## config.mk

```make
export PLATFORM = sky130hd
export DESIGN_NAME = move_scheduler_flat
export DESIGN_NICKNAME = d
export VERILOG_FILES = /design/src/rtl/game_pkg.sv /design/src/rtl/move_scheduler_if.sv /design/src/rtl/btn_filter.sv /design/src/rtl/move_scheduler.sv /design/src/flat_wrapper.sv
export SDC_FILE = /design/constraint.sdc
export NUM_CORES = 1
export LEC_CHECK = 0
export CORE_ASPECT_RATIO = 1.2
export CORE_UTILIZATION = 50
export CTS_BUF_LIST = sky130_fd_sc_hd__clkbuf_4
export DETAILED_ROUTE_END_ITERATION = 7
export PLACE_DENSITY = 0.74
export SYNTH_ARGS = -nofsm -noshare
export SYNTH_HDL_FRONTEND = slang
export SYNTH_HIERARCHICAL = 1
export SYNTH_SLANG_ARGS = --single-unit
```

## constraint.sdc

```tcl
create_clock -name clk -period 2.3 [get_ports clk]
set_clock_uncertainty 0.2 [all_clocks]
set_input_delay 0.46 -clock clk [delete_from_list [all_inputs] [get_ports clk]]
set_output_delay 0.46 -clock clk [all_outputs]
set_load 0.01 [all_outputs]
```

## src/rtl/game_pkg.sv

```systemverilog
// Shared types for the adventure-game input scheduler.
//   dir_t         : 2-bit move direction code (N=0, E=1, S=2, W=3)
//   sched_state_t : move scheduler FSM states
//   DIR_FIFO_DEPTH: depth of the accepted-press queue
package game_pkg;
  localparam int DIR_FIFO_DEPTH = 4;
  localparam int NUM_DIRS       = 4;

  typedef enum logic [1:0] {
    DIR_N = 2'd0,
    DIR_E = 2'd1,
    DIR_S = 2'd2,
    DIR_W = 2'd3
  } dir_t;

  typedef enum logic [1:0] {
    IDLE  = 2'd0,
    ISSUE = 2'd1,
    GAP   = 2'd2,
    OVER  = 2'd3
  } sched_state_t;

  // Fixed priority: the lowest code (N) wins.
  function automatic dir_t arb_pick(input logic [NUM_DIRS-1:0] ev);
    arb_pick = DIR_W;
    for (int i = NUM_DIRS - 1; i >= 0; i--)
      if (ev[i]) arb_pick = dir_t'(i);
  endfunction

  function automatic logic [NUM_DIRS-1:0] dir_onehot(input dir_t d);
    dir_onehot    = '0;
    dir_onehot[d] = 1'b1;
  endfunction
endpackage

```

## src/rtl/move_scheduler_if.sv

```systemverilog
// Board-side bundle of the move scheduler.
//   master: drives buttons and die/win, observes moves/status (board / bench)
//   slave : the scheduler itself
interface move_scheduler_if #(parameter int MOVE_W = 8);
  logic              btn_n, btn_s, btn_e, btn_w;
  logic              die, win;
  logic              n, s, e, w;
  logic              busy, over, drop;
  logic [MOVE_W-1:0] moves;

  modport master (
    output btn_n, btn_s, btn_e, btn_w, die, win,
    input  n, s, e, w, busy, over, drop, moves
  );
  modport slave (
    input  btn_n, btn_s, btn_e, btn_w, die, win,
    output n, s, e, w, busy, over, drop, moves
  );
endinterface

```

## src/rtl/btn_filter.sv

```systemverilog
// Per-button press filter.
//   clk, reset : clock, synchronous active-high reset
//   btn        : raw level, already synchronous to clk
//   evt        : registered one-cycle press event
// An event fires on the edge where the HOLD_CYCLES-th consecutive high
// sample is taken. The filter then disarms until a low sample is seen;
// it also starts disarmed so a button held through reset stays silent.
module btn_filter #(
  parameter int HOLD_CYCLES = 4
) (
  input  logic clk,
  input  logic reset,
  input  logic btn,
  output logic evt
);
  localparam int CW = $clog2(HOLD_CYCLES + 1);

  logic [CW-1:0] cnt_q, cnt_d;
  logic          armed_q, armed_d;
  logic          evt_q, evt_d;

  always_comb begin
    cnt_d   = cnt_q;
    armed_d = armed_q;
    evt_d   = 1'b0;
    if (!btn) begin
      cnt_d   = '0;
      armed_d = 1'b1;
    end else if (armed_q) begin
      if (cnt_q == CW'(HOLD_CYCLES - 1)) begin
        evt_d   = 1'b1;
        armed_d = 1'b0;
        cnt_d   = '0;
      end else begin
        cnt_d = cnt_q + 1'b1;
      end
    end
  end

  always_ff @(posedge clk) begin
    if (reset) begin
      cnt_q   <= '0;
      armed_q <= 1'b0;
      evt_q   <= 1'b0;
    end else begin
      cnt_q   <= cnt_d;
      armed_q <= armed_d;
      evt_q   <= evt_d;
    end
  end

  assign evt = evt_q;
endmodule

```

## src/rtl/move_scheduler.sv

```systemverilog
// Input-side controller for the room FSM.
//   clk, reset : clock, synchronous active-high reset
//   bus.slave  : btn_n/s/e/w raw buttons, die/win status in;
//                n/s/e/w move pulses, busy, over, drop, moves out
// Filtered presses are arbitrated (N > E > S > W), queued in a small FIFO
// and issued as one-cycle pulses followed by GAP_CYCLES idle cycles.
// die/win freezes everything in OVER until reset.
module move_scheduler
  import game_pkg::*;
#(
  parameter int HOLD_CYCLES = 4,
  parameter int GAP_CYCLES  = 2,
  parameter int MOVE_W      = 8
) (
  input  logic             clk,
  input  logic             reset,
  move_scheduler_if.slave  bus
);
  localparam int PW = $clog2(DIR_FIFO_DEPTH);
  localparam int CW = PW + 1;
  localparam int GW = (GAP_CYCLES > 1) ? $clog2(GAP_CYCLES) : 1;

  logic [NUM_DIRS-1:0] btn_vec, evt;

  // Indexed by direction code.
  assign btn_vec = {bus.btn_w, bus.btn_s, bus.btn_e, bus.btn_n};

  btn_filter #(.HOLD_CYCLES(HOLD_CYCLES)) u_flt [NUM_DIRS-1:0] (
    .clk   (clk),
    .reset (reset),
    .btn   (btn_vec),
    .evt   (evt)
  );

  sched_state_t                        state_q, state_d;
  dir_t                                issue_q, issue_d;
  logic [GW-1:0]                       gap_q, gap_d;
  logic [DIR_FIFO_DEPTH-1:0][1:0]      fifo_q, fifo_d;
  logic [PW-1:0]                       wr_q, wr_d, rd_q, rd_d;
  logic [CW-1:0]                       cnt_q, cnt_d;
  logic [MOVE_W-1:0]                   moves_q, moves_d;
  logic [NUM_DIRS-1:0]                 mv_q, mv_d;
  logic                                drop_q, drop_d;

  logic pop, push, empty, full, multi, gap_last, end_game;

  assign empty    = (cnt_q == '0);
  assign full     = (cnt_q == CW'(DIR_FIFO_DEPTH));
  assign multi    = |(evt & (evt - 1'b1));
  assign gap_last = (gap_q == GW'(GAP_CYCLES - 1));
  assign end_game = bus.die | bus.win;

  always_comb begin
    state_d = state_q;
    issue_d = issue_q;
    gap_d   = gap_q;
    fifo_d  = fifo_q;
    wr_d    = wr_q;
    rd_d    = rd_q;
    cnt_d   = cnt_q;
    moves_d = moves_q;
    mv_d    = '0;
    drop_d  = 1'b0;
    pop     = 1'b0;
    push    = 1'b0;

    case (state_q)
      IDLE: begin
        if (!empty) begin
          pop     = 1'b1;
          state_d = ISSUE;
        end
      end
      ISSUE: begin
        gap_d   = '0;
        state_d = (GAP_CYCLES == 0) ? IDLE : GAP;
      end
      GAP: begin
        if (gap_last) begin
          if (!empty) begin
            pop     = 1'b1;
            state_d = ISSUE;
          end else begin
            state_d = IDLE;
          end
        end else begin
          gap_d = gap_q + 1'b1;
        end
      end
      default: ;
    endcase

    if (pop) begin
      issue_d = dir_t'(fifo_q[rd_q]);
      rd_d    = rd_q + 1'b1;
    end

    // A push into a full queue still fits if the head leaves on this edge.
    if (state_q != OVER && evt != '0) begin
      if (full && !pop) drop_d = 1'b1;
      else              push   = 1'b1;
      if (multi)        drop_d = 1'b1;
    end

    if (push) begin
      fifo_d[wr_q] = arb_pick(evt);
      wr_d         = wr_q + 1'b1;
    end

    case ({push, pop})
      2'b10:   cnt_d = cnt_q + 1'b1;
      2'b01:   cnt_d = cnt_q - 1'b1;
      default: ;
    endcase

    // Game end wins over any pop/issue and flushes the queue.
    if (end_game) begin
      state_d = OVER;
      issue_d = issue_q;
      wr_d    = '0;
      rd_d    = '0;
      cnt_d   = '0;
      drop_d  = 1'b0;
    end

    // Pulse and count are decoded from the next state so the pulse is
    // high in the cycle right after ISSUE is entered.
    if (state_d == ISSUE) begin
      mv_d = dir_onehot(issue_d);
      if (moves_q != '1) moves_d = moves_q + 1'b1;
    end
  end

  always_ff @(posedge clk) begin
    if (reset) begin
      state_q <= IDLE;
      issue_q <= DIR_N;
      gap_q   <= '0;
      fifo_q  <= '0;
      wr_q    <= '0;
      rd_q    <= '0;
      cnt_q   <= '0;
      moves_q <= '0;
      mv_q    <= '0;
      drop_q  <= 1'b0;
    end else begin
      state_q <= state_d;
      issue_q <= issue_d;
      gap_q   <= gap_d;
      fifo_q  <= fifo_d;
      wr_q    <= wr_d;
      rd_q    <= rd_d;
      cnt_q   <= cnt_d;
      moves_q <= moves_d;
      mv_q    <= mv_d;
      drop_q  <= drop_d;
    end
  end

  assign bus.n     = mv_q[DIR_N];
  assign bus.e     = mv_q[DIR_E];
  assign bus.s     = mv_q[DIR_S];
  assign bus.w     = mv_q[DIR_W];
  assign bus.busy  = !empty || (state_q != IDLE);
  assign bus.over  = (state_q == OVER);
  assign bus.drop  = drop_q;
  assign bus.moves = moves_q;
endmodule

```

## src/flat_wrapper.sv

```systemverilog
// flat-port wrapper written by rule: the top's interface ports become plain ports
module move_scheduler_flat import game_pkg::*;
#(
  parameter int HOLD_CYCLES = 4,
  parameter int GAP_CYCLES  = 2,
  parameter int MOVE_W      = 8
)
  (clk, reset, bus_btn_n, bus_btn_s, bus_btn_e, bus_btn_w, bus_die, bus_win, bus_n, bus_s, bus_e, bus_w, bus_busy, bus_over, bus_drop, bus_moves);
  move_scheduler_if #(.MOVE_W(MOVE_W)) bus_i ();
  input  logic clk;
  input  logic reset;
  input wire logic [$bits(bus_i.btn_n)-1:0] bus_btn_n;
  input wire logic [$bits(bus_i.btn_s)-1:0] bus_btn_s;
  input wire logic [$bits(bus_i.btn_e)-1:0] bus_btn_e;
  input wire logic [$bits(bus_i.btn_w)-1:0] bus_btn_w;
  input wire logic [$bits(bus_i.die)-1:0] bus_die;
  input wire logic [$bits(bus_i.win)-1:0] bus_win;
  output wire logic [$bits(bus_i.n)-1:0] bus_n;
  output wire logic [$bits(bus_i.s)-1:0] bus_s;
  output wire logic [$bits(bus_i.e)-1:0] bus_e;
  output wire logic [$bits(bus_i.w)-1:0] bus_w;
  output wire logic [$bits(bus_i.busy)-1:0] bus_busy;
  output wire logic [$bits(bus_i.over)-1:0] bus_over;
  output wire logic [$bits(bus_i.drop)-1:0] bus_drop;
  output wire logic [$bits(bus_i.moves)-1:0] bus_moves;
  assign bus_i.btn_n = bus_btn_n;
  assign bus_i.btn_s = bus_btn_s;
  assign bus_i.btn_e = bus_btn_e;
  assign bus_i.btn_w = bus_btn_w;
  assign bus_i.die = bus_die;
  assign bus_i.win = bus_win;
  assign bus_n = bus_i.n;
  assign bus_s = bus_i.s;
  assign bus_e = bus_i.e;
  assign bus_w = bus_i.w;
  assign bus_busy = bus_i.busy;
  assign bus_over = bus_i.over;
  assign bus_drop = bus_i.drop;
  assign bus_moves = bus_i.moves;
  move_scheduler #(.HOLD_CYCLES(HOLD_CYCLES), .GAP_CYCLES(GAP_CYCLES), .MOVE_W(MOVE_W)) u_core (.clk(clk), .reset(reset), .bus(bus_i));
endmodule
```

==> results of run 1 <==
==> worst max-delay path: cells and delay by family, from the launching register on <==
kind,cells,cell delay (ns)
adders and majority gates,1,0.33
DFF,1,0.38
buffers and inverters,1,0.59
==> per-layer routing <==
metal,vias up,routed length (microns),global-route usage
li1,993,-,-
met1,924,2150,0.241
met2,34,2480,0.341
met3,2,123,0.0436
met4,0,24,0.0630
met5,-,0,0
==> metrics by stage <==
step	util	cell area [sq um]
floorplan	-	2420
CTS	0.632	2930
detailed placement	0.603	2790
global route	0.637	2950
global placement	0.603	2790
finish	0.637	2950
==> kinds of logic (layout without fill, tap and decap cells) <==
logic type / Yosys count / after routing / synth area share
AOI/OAI and AO/OA: 53 / 53 / 0.158
xor gates and xnor gates: 5 / 5 / 0.0181
adders and majority gates: 15 / 15 / 0.0797
buffers and inverters: 22 / 62 / 0.0362
DFF: 53 / 53 / 0.439
muxes: 9 / 9 / 0.0486
and+or+nand+nor: 98 / 98 / 0.220
==> power by group <==
part           switching (W)  internal (W)
Clock               0.000286      0.000239
Sequential         0.0000139      0.000933
Combinational      0.0000753     0.0000751
Total               0.000375       0.00125
==> synth_stat cells, types with 2 or more instances <==
cell type  count  share of area
dfxtp_1       53           0.44
a21oi_1       23          0.048
nand2_1       20          0.031
nor2_1        19          0.029
inv_1         15          0.023
ha_1          13          0.067
nand3_1       13          0.027
nor3_1         7          0.014
o21ai_0        7          0.014
and3_1         6          0.016
nor2b_1        6          0.016
mux2i_1        5          0.021
nand2b_1       5          0.013
nand3b_1       5          0.016
buf_2          4         0.0083
o31ai_1        4          0.012
o31ai_2        4          0.021
or3_1          4          0.010
xnor2_1        4          0.014
clkbuf_1       3         0.0047
or4_1          3         0.0093
mux2_2         2         0.0093
mux4_2         2          0.019
nor4b_2        2          0.012
==> registers in the layout (all words and copies together) (netlist names) <==
signal,cells
u_core/bus.drop,1
u_core/bus.moves,8
u_core/cnt_q,3
u_core/fifo_q,8
u_core/gap_last,1
u_core/issue_q,2
u_core/mv_q,4
u_core/rd_q,2
u_core/state_q,2
u_core/u_flt/armed_q,4
u_core/u_flt/cnt_q,12
u_core/u_flt/evt,4
u_core/wr_q,2
==> how the worst min path moves through the flow <==
stage                               end  cells after the start                      from
detailed placement  u_core/u_flt[3]/evt                      1  u_core/u_flt[3]/cnt_q[2]
finish              u_core/u_flt[3]/evt                      1  u_core/u_flt[3]/cnt_q[2]
global route        u_core/u_flt[0]/evt                      1  u_core/u_flt[0]/cnt_q[2]
CTS                 u_core/u_flt[3]/evt                      1  u_core/u_flt[3]/cnt_q[2]
floorplan           u_core/u_flt[0]/evt                      1  u_core/u_flt[0]/cnt_q[2]
global placement    u_core/u_flt[2]/evt                      1  u_core/u_flt[2]/cnt_q[2]
==> final cells by class <==
type / instances / area (sq um) / share of cell area
flip-flops and latches: 53 / 1060 / 0.360
clock inverters: 2 / 33.8 / 0.0115
multi-input cells: 180 / 1330 / 0.452
repair buffers: 39 / 347 / 0.117
inverters: 15 / 56.3 / 0.0191
clock buffers: 6 / 45.0 / 0.0153
well taps: 58 / 72.6 / 0.0246
==> what timing repair did <==
action / in CTS / in global routing
setup endpoints to repair: 5 / 22
gates resized for setup: 9 / 11
setup buffers: 3 / 0
pin swaps: 4 / 8
==> flow_summary.json, run 1 <==
{
  "status": "finished with violations",
  "violations": "negative setup slack",
  "yosysWarnings": 6,
  "total_power_w": 0.00162,
  "grt_start_max_net_pins": 16,
  "grtUsageTotal": 0.198,
  "irDropWorstVdd_mv": 0.402,
  "p_per_area_nw_per_um2": 550,
  "num_vias": 1953,
  "r2r_cells": 7,
  "ant_nets": 0,
  "worst_pin_slew_ns": 0.673,
  "htree_levels": 2,
  "max_freq_ghz": 0.430,
  "slew-limit-headroom": 0.551,
  "fin_hold_ws_ns": 0.248,
  "insertion_delay_ns": 0.36,
  "fin_cells": 353,
  "dp.final_hpwl_mm": 3.40,
  "drt_iter0_markers": 97,
  "drt_wl_total_mm": 4.78,
  "area_delta_synth_final_pct": 22.0,
  "slowest_stage": "clkdlybuf4s50_1",
  "synth-seq-area-share": 0.439,
  "cpPeakStageDelay_ns": 0.59,
  "drt_first_pass_iters": 4,
  "die_y_microns": 78.2,
  "startpoint_type": "register",
  "path_clk_slew_ns": 0.15,
  "pre_cts_ws_ns": -0.0158,
  "rsz0062_at_grt": "true",
  "via_per_inst": 5.53,
  "postCtsHoldBufs": 0,
  "ys_types": 50,
  "path_class": "reg2out",
  "period_needed_ns": 2.33,
  "worst_slack_ns": -0.0282,
  "drive_gt1_frac": 0.176,
  "endpoint_kind": "primary output",
  "r2r_slack_ns": 0.06,
  "rows": 27,
  "cts_buffer_depth": 2,
  "dp.cells": 343,
  "synth_seq_cells": 53,
  "io_pins": 23,
  "overflow": 0,
  "wl_per_cell_microns": 13.5,
  "p_leak_nw": 1.04,
  "synth_edf_count": 0,
  "drc_errors": 0,
  "tns_ns": -0.0282,
  "worst_hold_path_type": "reg2reg",
  "cp.arrival_ns": 1.67,
  "numClockSinks": 53,
  "finalMaxSlewViolations": 0,
  "coreArea_sq_um": 4630,
  "final.fill_count": 383,
  "timing.critical_path.cells": "ha_2 > clkdlybuf4s50_1",
  "fp.dieArea_sq_um": 5120,
  "setup_violations": 1,
  "die_w_microns": 65.5,
  "critical_path.endpoint": "bus_over",
  "final_cell_mix": "51 x dfxtp_1, 21 x clkdlybuf4s50_1, 21 x a21oi_1",
  "netlist_instances": 255,
  "start_util": 0.523,
  "grt_pass1_wl_mm": 7.86,
  "r2r_start": "u_core/state_q[1]",
  "hold_viol": 0,
  "path_max_fanout": 9,
  "ys.flop_type": "dfxtp_1",
  "layout_commonest_cell": "dfxtp_1",
  "port_buffers": 22,
  "gp_congestion": 0.772,
  "cp.required_ns": 1.64,
  "nets": 316,
  "crit_start": "u_core/state_q[1]",
  "cap_violations": 0,
  "diodes": 0,
  "syn_area_sq_um": 2420,
  "syn_area_per_cell_sq_um": 9.48,
  "tritoncts": "built",
  "async_flop_share": 0,
  "first_global_vias": 1802,
  "antenna_found_initial": 0,
  "numCtsBuffers": 5,
  "r2r-end": "u_core/bus.moves[5]",
  "syn-num-nets": 277,
  "fin_crit_sh": 1.01,
  "cts-root-buf": "clkbuf_4"
}
Power figures use the tool's default switching activity.
==> run 2, diff against run 1 <==
CORE_UTILIZATION = 47   (was 50)
PLACE_DENSITY = 0.7   (was 0.74)
==> run 2 against run 1 <==
  * The flow still finishes with violations (negative setup slack)
  * Sequential share of layout area fell by 1.0 points
  * Global-route usage fell by 1.3 points
  * Highest routed layer unchanged
  * Hold slack improved by 0.010 ns
  * Non-clock buffer count rose by 7
  * Cell count rose by 2.5%
  * Critical path type is now reg2reg
  * Sequential power barely moved
  * Flip-flop and latch count did not move
  * Critical path depth rose by 6
  * Maximum frequency rose by 1.2%
  * Register-to-register slack got worse by 0.06 ns
  * Largest power group unchanged
  * Count of clock-buffer cells in the layout fell by 1
  * Via count rose by 0.92%
==> flow_summary.json, run 2 (synthesis results as in run 1) <==
{
  "worst_slack_ns": -0.00146,
  "final_cell_mix": "51 x dfxtp_1, 22 x buf_4, 21 x clkdlybuf4s50_1, 21 x a21oi_1, 20 x nand2_1",
  "die_y_microns": 80.6,
  "overflow": 0,
  "drt_first_pass_iters": 4,
  "coreArea_sq_um": 4940,
  "wl_per_cell_microns": 13.6,
  "cap_violations": 0,
  "grtUsageMet3": 0.0412,
  "status": "finished with violations",
  "area_delta_synth_final_pct": 25.8,
  "cp.arrival_ns": 2.42,
  "gp_congestion": 0.779,
  "worst_pin_slew_ns": 0.374,
  "postCtsHoldBufs": 0,
  "violations": "negative setup slack",
  "finalMaxSlewViolations": 0,
  "final.fill_count": 432,
  "place_area_sq_um": 2830,
  "start_util": 0.490,
  "htree_levels": 2,
  "fin_area_sq_um": 3040,
  "grtUsageTotal": 0.185,
  "p_per_area_nw_per_um2": 505,
  "worst_hold_path_type": "reg2reg",
  "setup_violations": 1,
  "irDropWorstVdd_mv": 0.312,
  "fp.dieArea_sq_um": 5440,
  "port_buffers": 22,
  "max_freq_ghz": 0.435,
  "tns_ns": -0.00146,
  "layout_commonest_cell": "dfxtp_1",
  "dp.cells": 349,
  "first_global_vias": 1812,
  "fin_crit_sh": 1.00,
  "met1_usage": 0.217,
  "cp.required_ns": 2.42,
  "path_max_fanout": 7,
  "fin_hold_ws_ns": 0.258,
  "globalRouteMet2Util": 0.323,
  "final-seq-area_sq_um": 1070,
  "multi_input_area_sq_um": 1370,
  "io_pins": 23,
  "pre_cts_ws_ns": -0.0867,
  "drt_wl_total_mm": 4.91,
  "numClockSinks": 53,
  "die_w_microns": 67.5,
  "diodes": 0,
  "drt_iter0_markers": 108,
  "numCtsBuffers": 5,
  "antenna_found_initial": 0,
  "drc_errors": 0,
  "fin_cells": 362,
  "rows": 28,
  "via_per_inst": 5.44,
  "dp.final_hpwl_mm": 3.45,
  "insertion_delay_ns": 0.37,
  "num_vias": 1971,
  "grt_start_max_net_pins": 19,
  "period_needed_ns": 2.30,
  "top_usage_layer": "met2",
  "hold_viol": 0,
  "drive_gt1_frac": 0.212,
  "grt_pass1_wl_mm": 7.65,
  "p_leak_nw": 1.07,
  "rsz0062_at_grt": "true",
  "nets": 323,
  "cts_buffer_depth": 2,
  "path_clk_slew_ns": 0.16,
  "path_class": "reg2reg",
  "endpoint_kind": "register",
  "startpoint_type": "register",
  "tritoncts": "built",
  "slew-limit-headroom": 0.744,
  "regMostFlops": "u_core/u_flt/cnt_q",
  "largest_register_ffs": 12,
  "ant_nets": 0,
  "cts-root-buf": "clkbuf_4"
}
==> run 2: changes by cell type in the layout (fill, tap and decap cells not counted), moves of 2 or more <==
cell / previous run / this run
buf_4: 16 / 22
o31ai_2: 4 / 6
clkinvlp_4: 0 / 2
o31ai_1: 4 / 2
==> run 2: stage by stage <==
stage / util / power, W
after detailed placement: 0.572 / 0.00111
after CTS: 0.596 / 0.00154
after floorplan: - / 0.00104
final: 0.616 / 0.00154
after global routing: 0.616 / 0.00161
after global placement: 0.572 / 0.00110
==> run 2: area by class of cell <==
| type | instances | area share |
|---|---|---|
| clock buffers | 5 | 0.0123 |
| clock inverters | 3 | 0.00863 |
| inverters | 15 | 0.0185 |
| multi-input cells | 180 | 0.449 |
| flip-flops and latches | 53 | 0.350 |
| well taps | 60 | 0.0247 |
| repair buffers | 46 | 0.137 |
==> run 2: routing by layer <==
metal / routed length (microns) / vias up
li1: - / 1000
met1: 2230 / 926
met2: 2470 / 41
met3: 167 / 4
met4: 46 / 0
met5: 0 / -
==> run 2: worst paths after layout <==
kind / from / end / slack, ns / depth (start not counted)
min: u_core/u_flt[3]/cnt_q[2] / u_core/u_flt[3]/evt / 0.26 / 1
max: u_core/state_q[1] / u_core/bus.moves[5] / -0.001 / 8
min reg2reg: u_core/u_flt[3]/cnt_q[2] / u_core/u_flt[3]/evt / 0.26 / 1
max reg2reg: u_core/state_q[1] / u_core/bus.moves[5] / -0.001 / 8
==> run 2: repair_timing <==
action / 4_1_cts / 5_1_grt
gates cloned: 0 / 0
gates resized for setup: 9 / 15
pin swaps: 5 / 9
setup endpoints to repair: 17 / 21
buffers inserted: 2 / 3
==> run 2: report_power, final <==
part | leakage (nW) | switching, W | internal (W)
Clock | 0.0293 | 0.000308 | 0.000127
Combinational | 0.614 | 0.0000742 | 0.0000808
Sequential | 0.430 | 0.0000146 | 0.000933
Total | 1.07 | 0.000397 | 0.00114
==> run 2: critical path, stage by stage (launching register included) <==
cell	delay (ns)
dfxtp_4	0.41
inv_2	0.05
ha_4	0.15
nor4b_4	0.13
buf_4	0.15
o31ai_4	0.28
o2111ai_4	0.21
or4_1	0.54
a21oi_1	0.13
==> run 3, diff against run 2 <==
CORE_MARGIN = 3   (was unset)
==> run 3 against run 2 <==
  * The run now ends clean
  * Register-to-register slack improved by 0.03 ns
  * Count of clock-buffer cells in the layout is the same
  * Global-route usage shrank 2.7 points
  * Combinational power shrank 5%
  * Maximum frequency is 1.4% higher
  * Sequential power about the same
  * Utilization grew 0.26 points
  * Total power shrank 3.7%
  * Hold slack worse by 0.0083 ns
  * Critical path depth is 1 higher
  * Sequential share of layout area is 1.2 points higher
  * Largest power group unchanged
  * Highest routed layer unchanged
==> flow_summary.json, run 3 (synthesis results as in run 1) <==
{
  "grt_pass1_wl_mm": 7.78,
  "first_global_vias": 1808,
  "ant_nets": 0,
  "hold_depth": 1,
  "numCtsBuffers": 5,
  "finalMaxSlewViolations": 0,
  "irDropWorstVdd_mv": 0.375,
  "p_per_area_nw_per_um2": 503,
  "worst_pin_slew_ns": 0.388,
  "final_cell_mix": "51 x dfxtp_1, 21 x clkdlybuf4s50_1, 20 x nand2_1, 20 x a21oi_1, 19 x nor2_1",
  "insertion_delay_ns": 0.37,
  "antenna_found_initial": 0,
  "min-delay-start": "u_core/u_flt[3]/cnt_q[2]",
  "r2r_slack_ns": 0.03,
  "r2r-end": "u_core/bus.moves[0]",
  "grt_start_max_net_pins": 22,
  "layout_commonest_cell": "dfxtp_1",
  "timing.critical_path.cells": "inv_4 > ha_4 > nor4b_4 > buf_4 > o31ai_4 > o2111ai_4 > buf_6 > or3_4 > a21oi_2",
  "drt_first_pass_iters": 4,
  "cts_buffer_depth": 2,
  "dp.final_hpwl_mm": 3.29,
  "numClockSinks": 53,
  "rsz0062_at_grt": "true",
  "p_leak_nw": 1.04,
  "die_w_microns": 71.5,
  "tritoncts": "built",
  "start_util": 0.508,
  "swShare": 0.244,
  "htree_levels": 2,
  "hold_viol": 0,
  "path_class": "reg2reg",
  "fin_area_sq_um": 2950,
  "path_max_fanout": 7,
  "hold_end": "u_core/u_flt[3]/evt",
  "multi_input_area_sq_um": 1350,
  "cpPeakStageDelay_ns": 0.41,
  "area_delta_synth_final_pct": 21.8,
  "seq_power_share": 0.640,
  "io_pins": 23,
  "via_per_inst": 5.45,
  "cts-root-buf": "clkbuf_4",
  "rows": 27,
  "drive_gt1_frac": 0.173,
  "endpoint_kind": "register",
  "total_power_w": 0.00148,
  "cap_violations": 0,
  "final-seq-area_sq_um": 1070,
  "gp_congestion": 0.760,
  "regMostFlops": "u_core/u_flt/cnt_q",
  "drt_iter0_markers": 87,
  "r2r_start": "u_core/state_q[1]",
  "coreArea_sq_um": 4760,
  "nets": 316,
  "startpoint_type": "register",
  "path_clk_slew_ns": 0.15,
  "share_clk_of_total_power": 0.261,
  "drc_errors": 0,
  "cp.arrival_ns": 2.39,
  "p_int_w": 0.00112,
  "wl_per_cell_microns": 12.9,
  "port_buffers": 22,
  "fp.dieArea_sq_um": 6050,
  "max_freq_ghz": 0.441,
  "slew-limit-headroom": 0.738,
  "fin_crit_sh": 0.987,
  "combPwrFrac": 0.099,
  "period_needed_ns": 2.27,
  "largest_register_ffs": 12,
  "drt_wl_total_mm": 4.54,
  "status": "finished clean",
  "p_switching_w": 0.000362,
  "setup_violations": 0,
  "worst_hold_path_type": "reg2reg",
  "place_area_sq_um": 2800,
  "post-route-util": 0.619,
  "r2r_cells": 9,
  "overflow": 0,
  "diodes": 0,
  "die_y_microns": 84.6,
  "grtUsageTotal": 0.157,
  "crit_start": "u_core/state_q[1]",
  "slowest_stage": "dfxtp_4",
  "cp.required_ns": 2.42,
  "num_vias": 1925,
  "final.fill_count": 414
}
## run 3: cell count changes in the layout (fill, tap and decap cells not counted), sizes merged
| cell | before | now |
|---|---|---|
| buf | 24 | 17 |
| clkinv | 0 | 3 |
| clkinvlp | 2 | 0 |
| inv | 16 | 15 |
## run 3: what timing repair did
action | 4_1_cts | 5_1_grt
setup buffers | 1 | 0
gates resized for setup | 6 | 16
hold buffers | 0 | 0
pin swaps | 2 | 9
endpoints found under the setup margin | 3 | 8
## run 3: power by group through the flow
stage / combinational [W] / clock (W) / sequential [W]
floorplan: 0.0000722 / 0 / 0.000965
global placement: 0.000131 / 0 / 0.000965
detailed placement: 0.000133 / 0 / 0.000966
CTS: 0.000139 / 0.000410 / 0.000946
global route: 0.000163 / 0.000440 / 0.000950
finish: 0.000147 / 0.000386 / 0.000948
## run 3: final cells by class
class	count	share of cell area
inverters	15	0.0200
clock inverters	3	0.00425
repair buffers	39	0.119
multi-input cells	180	0.457
well taps	58	0.0246
flip-flops and latches	53	0.363
clock buffers	5	0.0127
## run 3: metrics by stage
stage	hold WS (ns)	setup WS (ns)	cells	setup TNS (ns)
floorplan	0.207	0.0772	255	0
global placement	0.227	0.0343	344	0
detailed placement	0.221	-0.0150	344	-0.0150
CTS	0.252	0.000574	353	0
global route	0.280	-0.0479	353	-0.0995
finish	0.250	0.0303	353	0
## run 3: routing by layer
layer,GRT usage,routed length [microns],vias up,part of all wire
li1,-,-,991,-
met1,0.195,2060,899,0.45
met2,0.264,2270,29,0.50
met3,0.0371,145,6,0.032
met4,0.0547,64,0,0.014
met5,0,0,-,0
## run 3: worst max-delay path by stage
| stage | cells past startpoint | endpoint |
|---|---|---|
| 6_report | 9 | u_core/bus.moves[0] |
| 5_1_grt | 9 | u_core/bus.moves[0] |
| 3_3_place_gp | 6 | u_core/mv_q[0] |
| 3_5_place_dp | 6 | u_core/mv_q[0] |
| 2_1_floorplan | 8 | u_core/bus.moves[5] |
| 4_1_cts | 8 | u_core/bus.moves[0] |
## run 3: critical path: cells and delay by family, from the launching register on
family	cells	cell delay (ns)
flip-flops	1	0.41
adder cells (fa/ha/maj)	1	0.15
AND/OR/NAND/NOR	2	0.49
AO/OA/AOI/OAI	3	0.59
buffers and inverters	3	0.38
